[config.mk]
export PLATFORM = sky130hd
export DESIGN_NAME = decoder_scan
export DESIGN_NICKNAME = d
export VERILOG_FILES = /design/src/rtl/decoder_scan_pkg.sv /design/src/rtl/decoder_scan_onehot_dec.sv /design/src/rtl/decoder_scan.sv
export SDC_FILE = /design/constraint.sdc
export NUM_CORES = 1
export LEC_CHECK = 0
export ABC_CLOCK_PERIOD_IN_PS = 2000
export BUFFER_PORTS_ARGS = -buffer_cell sky130_fd_sc_hd__buf_2
export CORE_MARGIN = 5
export CORE_UTILIZATION = 47
export CTS_CLUSTER_SIZE = 10
export DETAILED_ROUTE_END_ITERATION = 7
export PLACE_DENSITY = 0.74
export SLEW_MARGIN = 20
export SYNTH_ARGS = -nofsm -noshare
export SYNTH_HDL_FRONTEND = slang
export SYNTH_SLANG_ARGS = --single-unit
export TNS_END_PERCENT = 10
[constraint.sdc]
create_clock -name clk -period 2 [get_ports clk]
set_input_delay 0.3 -clock clk [delete_from_list [all_inputs] [get_ports clk]]
set_output_delay 0.3 -clock clk [all_outputs]
set_load 0.01 [all_outputs]
[src/rtl/decoder_scan_pkg.sv]
// ---------------------------------------------------------------------------
// decoder_pkg
// Shared types and constants for the decoder_scan block.
//   dec_state_t : operating state of the decoder (OFF / DIRECT / SCAN)
//   MODE_DIRECT : value of the mode input that selects direct decode
//   MODE_SCAN   : value of the mode input that selects autonomous scanning
// ---------------------------------------------------------------------------
package decoder_pkg;

  typedef enum logic [1:0] {
    OFF    = 2'd0,
    DIRECT = 2'd1,
    SCAN   = 2'd2
  } dec_state_t;

  localparam logic MODE_DIRECT = 1'b0;
  localparam logic MODE_SCAN   = 1'b1;

endpackage

[src/rtl/decoder_scan_onehot_dec.sv]
// ---------------------------------------------------------------------------
// onehot_dec
// Purely combinational N-to-2^N one-hot decoder.
// Ports:
//   In  [N-1:0]      : binary select
//   Out [2^N-1:0]    : one-hot output, bit In is set
// ---------------------------------------------------------------------------
module onehot_dec #(
  parameter int N = 3
) (
  input  logic [N-1:0]        In,
  output logic [(1 << N)-1:0] Out
);

  localparam int W = 1 << N;

  logic [W-1:0] one_w;

  assign one_w = W'(1);
  assign Out   = one_w << In;

endmodule

[src/rtl/decoder_scan.sv]
// ---------------------------------------------------------------------------
// decoder_scan
// Registered N-to-2^N one-hot decoder with enable and two modes: direct
// decode of In, or autonomous scanning where the index steps through every
// output, holding each one for DWELL clock cycles.
// Ports:
//   clk  : system clock, rising edge
//   rst  : synchronous active-high reset, overrides all other inputs
//   E    : enable; low forces the outputs inactive
//   mode : 0 = direct decode, 1 = scan
//   In   : select in direct mode, start index when scan is entered
//   Out  : registered one-hot output, all-zero when disabled
//   idx  : registered current index
//   wrap : one-cycle pulse when the scan index rolls from 2^N-1 to 0
// ---------------------------------------------------------------------------
module decoder_scan #(
  parameter int N     = 3,
  parameter int DWELL = 4
) (
  input  logic                clk,
  input  logic                rst,
  input  logic                E,
  input  logic                mode,
  input  logic [N-1:0]        In,
  output logic [(1 << N)-1:0] Out,
  output logic [N-1:0]        idx,
  output logic                wrap
);

  import decoder_pkg::*;

  localparam int W  = 1 << N;
  localparam int CW = (DWELL > 1) ? $clog2(DWELL) : 1;

  localparam logic [CW-1:0] CNT_LAST = CW'(DWELL - 1);
  localparam logic [N-1:0]  IDX_LAST = {N{1'b1}};

  dec_state_t    state;
  dec_state_t    state_nxt;
  logic [CW-1:0] cnt;
  logic [CW-1:0] cnt_nxt;
  logic [N-1:0]  idx_nxt;
  logic          wrap_nxt;
  logic [W-1:0]  dec_out;

  // State register: reset parks the block in OFF so the first enabled cycle
  // afterwards is treated as a fresh entry.
  always_ff @(posedge clk) begin
    if (rst) begin
      state <= OFF;
    end else begin
      state <= state_nxt;
    end
  end

  // Next state depends only on the sampled enable and mode, every cycle.
  always_comb begin
    state_nxt = OFF;
    if (E) begin
      state_nxt = (mode == MODE_SCAN) ? SCAN : DIRECT;
    end
  end

  // Next index, dwell count and wrap pulse. Entering SCAN from any other
  // state reloads the index from In with a fresh dwell, so a start at 0
  // never looks like a wrap. Only a genuine increment past the top index
  // raises wrap.
  always_comb begin
    idx_nxt  = idx;
    cnt_nxt  = '0;
    wrap_nxt = 1'b0;
    case (state_nxt)
      DIRECT: begin
        idx_nxt = In;
      end
      SCAN: begin
        if (state != SCAN) begin
          idx_nxt = In;
        end else if (cnt == CNT_LAST) begin
          idx_nxt  = idx + 1'b1;
          wrap_nxt = (idx == IDX_LAST);
        end else begin
          cnt_nxt = cnt + 1'b1;
        end
      end
      default: begin
        idx_nxt = idx;
      end
    endcase
  end

  // The decoder sits on the next-index path so Out is registered together
  // with idx and always agrees with it.
  onehot_dec #(.N(N)) u_onehot_dec (
    .In  (idx_nxt),
    .Out (dec_out)
  );

  // Datapath registers; Out is blanked whenever the next state is OFF.
  always_ff @(posedge clk) begin
    if (rst) begin
      idx  <= '0;
      cnt  <= '0;
      wrap <= 1'b0;
      Out  <= '0;
    end else begin
      idx  <= idx_nxt;
      cnt  <= cnt_nxt;
      wrap <= wrap_nxt;
      Out  <= (state_nxt == OFF) ? '0 : dec_out;
    end
  end

endmodule
### Yosys cells after proc, flatten, opt, wreduce, memory -nomap -nowiden

Cells that the tools add are included.

| operators by class | value |
|---|---|
| $add $sub $neg | 2 |
| eq/ne operators | 5 |
| shifts and indexed selects | 1 |
| mux-type cells | 5 |
| bitwise operators | 2 |
| reductions and logical operators | 4 |

Operator list:

| operator | number |
|---|---|
| OR reduction 4 bit | 2 |
| << shifter 1 x 3 -> 8 bit (first input constant) | 1 |
| 2-to-1 mux 3 bit | 2 |
| one-hot mux 3 bit (2 select lines) | 1 |
| == test 2 bit (second input constant) | 2 |
| 2-to-1 mux 2 bit | 2 |
| adder 3 x 1 -> 3 bit (second input constant) | 1 |
| == test 3 bit (second input constant) | 1 |
| adder 2 x 1 -> 2 bit (second input constant) | 1 |
| == test 2 x 1 -> 1 bit (second input constant) | 1 |
| zero test 2 bit | 1 |
| != test 2 bit (second input constant) | 1 |
| inverter 1 bit | 2 |
| OR reduction 2 bit | 1 |

| storage, ports and cells | value |
|---|---|
| bits in registers | 16 |
| input port bits | 7 |
| output and inout port bits | 12 |

### Longest topological paths before layout

| logic depth | value |
|---|---|
| word-level depth | 5 |
| gate-level depth with buffers | 6 |

### Hierarchy

From an unflattened synthesis, not the netlist that was laid out.

| second synthesis, totals | value |
|---|---|
| cells, all modules | 69 |
| area, all modules | 708.2 sq um |

Modules (own cells, without submodules):

| module | instances | cells an instance | area each (sq um) | seq. area each (sq um) |
|---|---|---|---|---|
| decoder_scan | 1 | 61 | 643.1 | 320.3 |
| onehot_dec | 1 | 8 | 65.1 | 0.0 |

### Least setup slack after synthesis

OpenSTA, ideal clock, no wires.

| timing | value |
|---|---|
| kind | register -> register |
| start point | register idx[0] |
| end point | register Out[1] |
| library setup time | 78 ps |
| arrival | 1344 ps |
| data required time | 1922 ps |
| setup slack | 578 ps |
| cell stages (with the launch flop) | 7 |
| buffers on the path | 0 |
| period minus slack after synthesis | 1422 ps |
| cell sequence | dfxtp_1 -> ha_1 -> ha_1 -> mux2i_1 -> nand2_1 -> a21bo_2 -> nor3_1 |

| between the ends | value |
|---|---|
| word-level cells in the longest chain between the ends | 5 |

RTL lines:

| element | RTL line | RTL |
|---|---|---|
| start: declaration | decoder_scan.sv:26 | `output logic [N-1:0] idx,` |
| start signal: assignment | decoder_scan.sv:107 | `idx <= idx_nxt;` |
| adder 3 x 1 -> 3 bit | decoder_scan.sv:80 | `idx_nxt = idx + 1'b1;` |
| 2-to-1 mux 3 bit | decoder_scan.sv:79 | `end else if (cnt == CNT_LAST) begin` |
| 2-to-1 mux 3 bit | decoder_scan.sv:77 | `if (state != SCAN) begin` |
| one-hot mux 3 bit (2 select lines) * | decoder_scan.sv:72 | `case (state_nxt)` |
| << shifter 1 x 3 -> 8 bit * | decoder_scan_onehot_dec.sv:20 | `assign Out = one_w << In;` |
| end signal: assignment | decoder_scan.sv:110 | `Out <= (state_nxt == OFF) ? '0 : dec_out;` |
| end: declaration | decoder_scan.sv:25 | `output logic [(1 << N)-1:0] Out,` |

Every way passes the cells marked *; elsewhere a longest branch is shown, timed or not.
A chain may end at the register's enable or synchronous reset.

### Worst setup path after layout

| timing | value |
|---|---|
| start point | register cnt[0] |
| end point | register Out[0] |

| between the ends | value |
|---|---|
| word-level cells in the longest chain between the ends | 5 |

RTL lines:

| element | RTL line | RTL |
|---|---|---|
| start: declaration | decoder_scan.sv:40 | `logic [CW-1:0] cnt;` |
| start signal: assignment | decoder_scan.sv:108 | `cnt <= cnt_nxt;` |
| == test 2 bit | decoder_scan.sv:79 |  |
| 2-to-1 mux 3 bit | decoder_scan.sv:79 |  |
| 2-to-1 mux 3 bit | decoder_scan.sv:77 |  |
| one-hot mux 3 bit (2 select lines) | decoder_scan.sv:72 |  |
| << shifter 1 x 3 -> 8 bit | decoder_scan_onehot_dec.sv:20 |  |

No other way between the ends.

==> summary.txt <==
Outcome
  • Status: finished, final reports clean

Final layout
  • Area growth syn-to-layout: 23.9%
  • Fillers: 119
  • Post-route cell area: 791 um2
  • Area of the multi-input gates: 318 um2
  • Fin nets: 95
  • Share of cells above drive strength 1: 36.1%
  • Ant diodes: 0
  • Register Area: 320 um2

Pwr
  • Net Switching: 0.141 mW
  • Pleak: 0.378 nW
  • PD cells: 772 nW/um2
  • Sequential share of power: 54.8%
  • Switching Fraction: 23.0%
  • Int Pwr: 0.470 mW
  • Logic pwr share: 11.0%
  • Clk pwr share: 34.2%
  • Total Power: 0.611 mW
  • Peak VDD IR: 0.000438 V

Yosys
  • Dominant cells by area after synthesis: dfxtp_1 50%, ha_1 7.8%, nor3_1 7.8%, nand3b_4 3.1%, nand2_1 2.4%
  • Yosys Warn Count: 0
  • Share of the synthesized area in the top cell type: 50.2%
  • Post-synthesis cell count: 60
  • Avg Cell Area, Syn: 10.6 um2
  • Post-synth top area cell: dfxtp_1
  • Most common cell in the synthesized netlist: dfxtp_1
  • Sequential share of the synthesized area: 50.2%
  • Post-synth top cells: 16 x dfxtp_1, 10 x nor3_1, 4 x ha_1, 4 x nand2_1, 4 x nor2_1
  • Synth Register Bits: 16
  • Count of cell types in the netlist: 25
  • Post-Syn Nets: 71
  • Most used flip-flop cell after synthesis: dfxtp_1
  • Number of flops mapped to enable cells by yosys: 0
  • Cell area after synthesis: 638 um2
  • Post-synth ARST share: 0%

Hold path
  • Min-Delay Path Class: input port to register
  • Worst hold start: rst
  • Worst Hold Path Cells: 2
  • Worst hold path endpoint: idx[0]

Die
  • Io pins: 19
  • Height of the die: 46.8 um
  • Die ar.: 2190 um2
  • Starting Density: 49.7%
  • Core Box Area: 1280 um2
  • Row Count: 13
  • Die Wd: 46.8 um

Route
  • Residual DRC: 0
  • Routed WL per cell: 12.8 um
  • Via count: 512
  • Antenna Nets Post-Route: 0
  • Drt initial violations: 6
  • Pre-antenna DRT Iters: 4
  • Average vias per placed instance: 5.22
  • Routed WL: 1260 um

Critical path
  • Worst reg2reg startpoint: cnt[0]
  • Reg2reg end: Out[0]
  • R2r setup slk: 0.46 ns
  • CP startpoint kind: register
  • Critical path type: register to register
  • Worst reg2reg path depth: 5
  • Arr. time, crit path: 1.75 ns
  • Worst Setup End Kind: register
  • Max FO, Critical Path: 4
  • WP data required: 2.21 ns

Timing
  • Worst rel slew slack: 73.3%
  • Final Slew Violations: 0
  • Unrepaired setup endpoints after global routing: false
  • Period Utilization, post-route: 76.8%
  • Final hold viol count: 0
  • Min Tclk post-route: 1.54 ns
  • Worst Skew: 0.00394 ns
  • Tightest Pin Transition: 0.401 ns
  • Final setup fails: 0
  • Fin Setup TNS: 0 ns
  • Fmax: 651 MHz

CTS
  • Root buffer cell: clkbuf_4
  • Clock transition at the registers of the reported paths: 0.09 ns
  • CTS tree: done
  • Hold_buf cts: 0
  • Post-CTS setup buffer count: 0
  • Worst-Skew Late Latency: 0.29 ns
  • Clock Sinks: 16
  • Post-CTS sizing: 0
  • CTS buffer count: 3
  • CTS max path bufs: 2
  • Number of H-tree levels: 1

Global routing
  • Overall routing resource usage: 14.7%
  • Vias in the first global route: 534
  • Grt ovf: 0
  • First-pass GRT wire length: 2200 um
  • Largest net degree at the start of global routing: 10
  • Initial antenna violation count: 0

Placement
  • GP Congestion: 0.798
  • PortBufs: 18
  • Placed Area: 754 um2
  • Dpl hpwl: 993 um

Run
  • Max-Cap Viols: 0
-- area by class of cell --
cell class | count | area share [%]
flip-flops and latches | 16 | 40.5
clock buffers | 4 | 4.59
repair buffers | 19 | 12.3
multi-input cells | 44 | 40.2
well taps | 15 | 2.37
-- worst max-delay path, cell delays in order (launching register included) --
cell	delay, ns
dfxtp_1	0.33
ha_1	0.25
nand2_1	0.08
nor3_1	0.05
or4_4	0.57
nor3_1	0.19
-- logic make-up (layout without fill, tap and decap cells) --
| family | count (synthesis) | in the layout | synth area share, % |
|---|---|---|---|
| fa+ha+maj | 4 | 4 | 7.84 |
| buf+inv | 0 | 23 | 0 |
| mux | 1 | 1 | 1.57 |
| flops | 16 | 16 | 50.2 |
| compound gates | 7 | 7 | 8.43 |
| simple gates | 32 | 32 | 32.0 |
-- sequential cells by signal, indices dropped and copies added (netlist names) --
name	cells
Out	8
cnt	2
idx	3
state	2
wrap	1
-- cells in the final DEF (no fill, tap or decap), types with 2 or more instances in the layout --
cell / instances
buf_2: 18
dfxtp_1: 16
nor3_1: 10
nand2_1: 4
nor2_1: 4
ha_1: 4
clkbuf_4: 3
nor2b_1: 2
nor3b_1: 2
-- routing by layer --
layer  vias to the layer above  part of all wire, %  GRT usage (%)
li1                        267                    -              -
met4                         0                  2.6           12.7
met3                         4                  6.9           2.68
met5                         -                    0              0
met2                        12                   46           22.2
met1                       229                   44           17.6
-- power by group through the flow --
stage / Clock (mW) / Combinational [mW] / Sequential (mW)
finish: 0.209 / 0.0670 / 0.335
global route: 0.228 / 0.0751 / 0.336
floorplan: 0 / 0.0355 / 0.345
CTS: 0.214 / 0.0671 / 0.335
detailed placement: 0 / 0.0671 / 0.342
global placement: 0 / 0.0658 / 0.342
-- per-stage QoR --
step                utilization, %  hold slack, ns  worst slack [ns]  std cells
finish                        61.5           0.207             0.464         98
global route                  61.5           0.203             0.345         98
CTS                           61.5           0.208             0.454         98
detailed placement            58.7           0.456             0.475         94
global placement              58.7           0.451             0.489         94
floorplan                        -           0.372             0.578         60
-- how the worst max path moves through the flow --
stage,start,endpoint,slack [ns]
CTS,cnt[0],Out[0],0.45
global placement,mode,Out[2],0.49
floorplan,idx[0],Out[1],0.58
detailed placement,mode,Out[0],0.48
global route,cnt[0],Out[0],0.34
finish,cnt[0],Out[0],0.46
(Power assumes the default switching activity.)
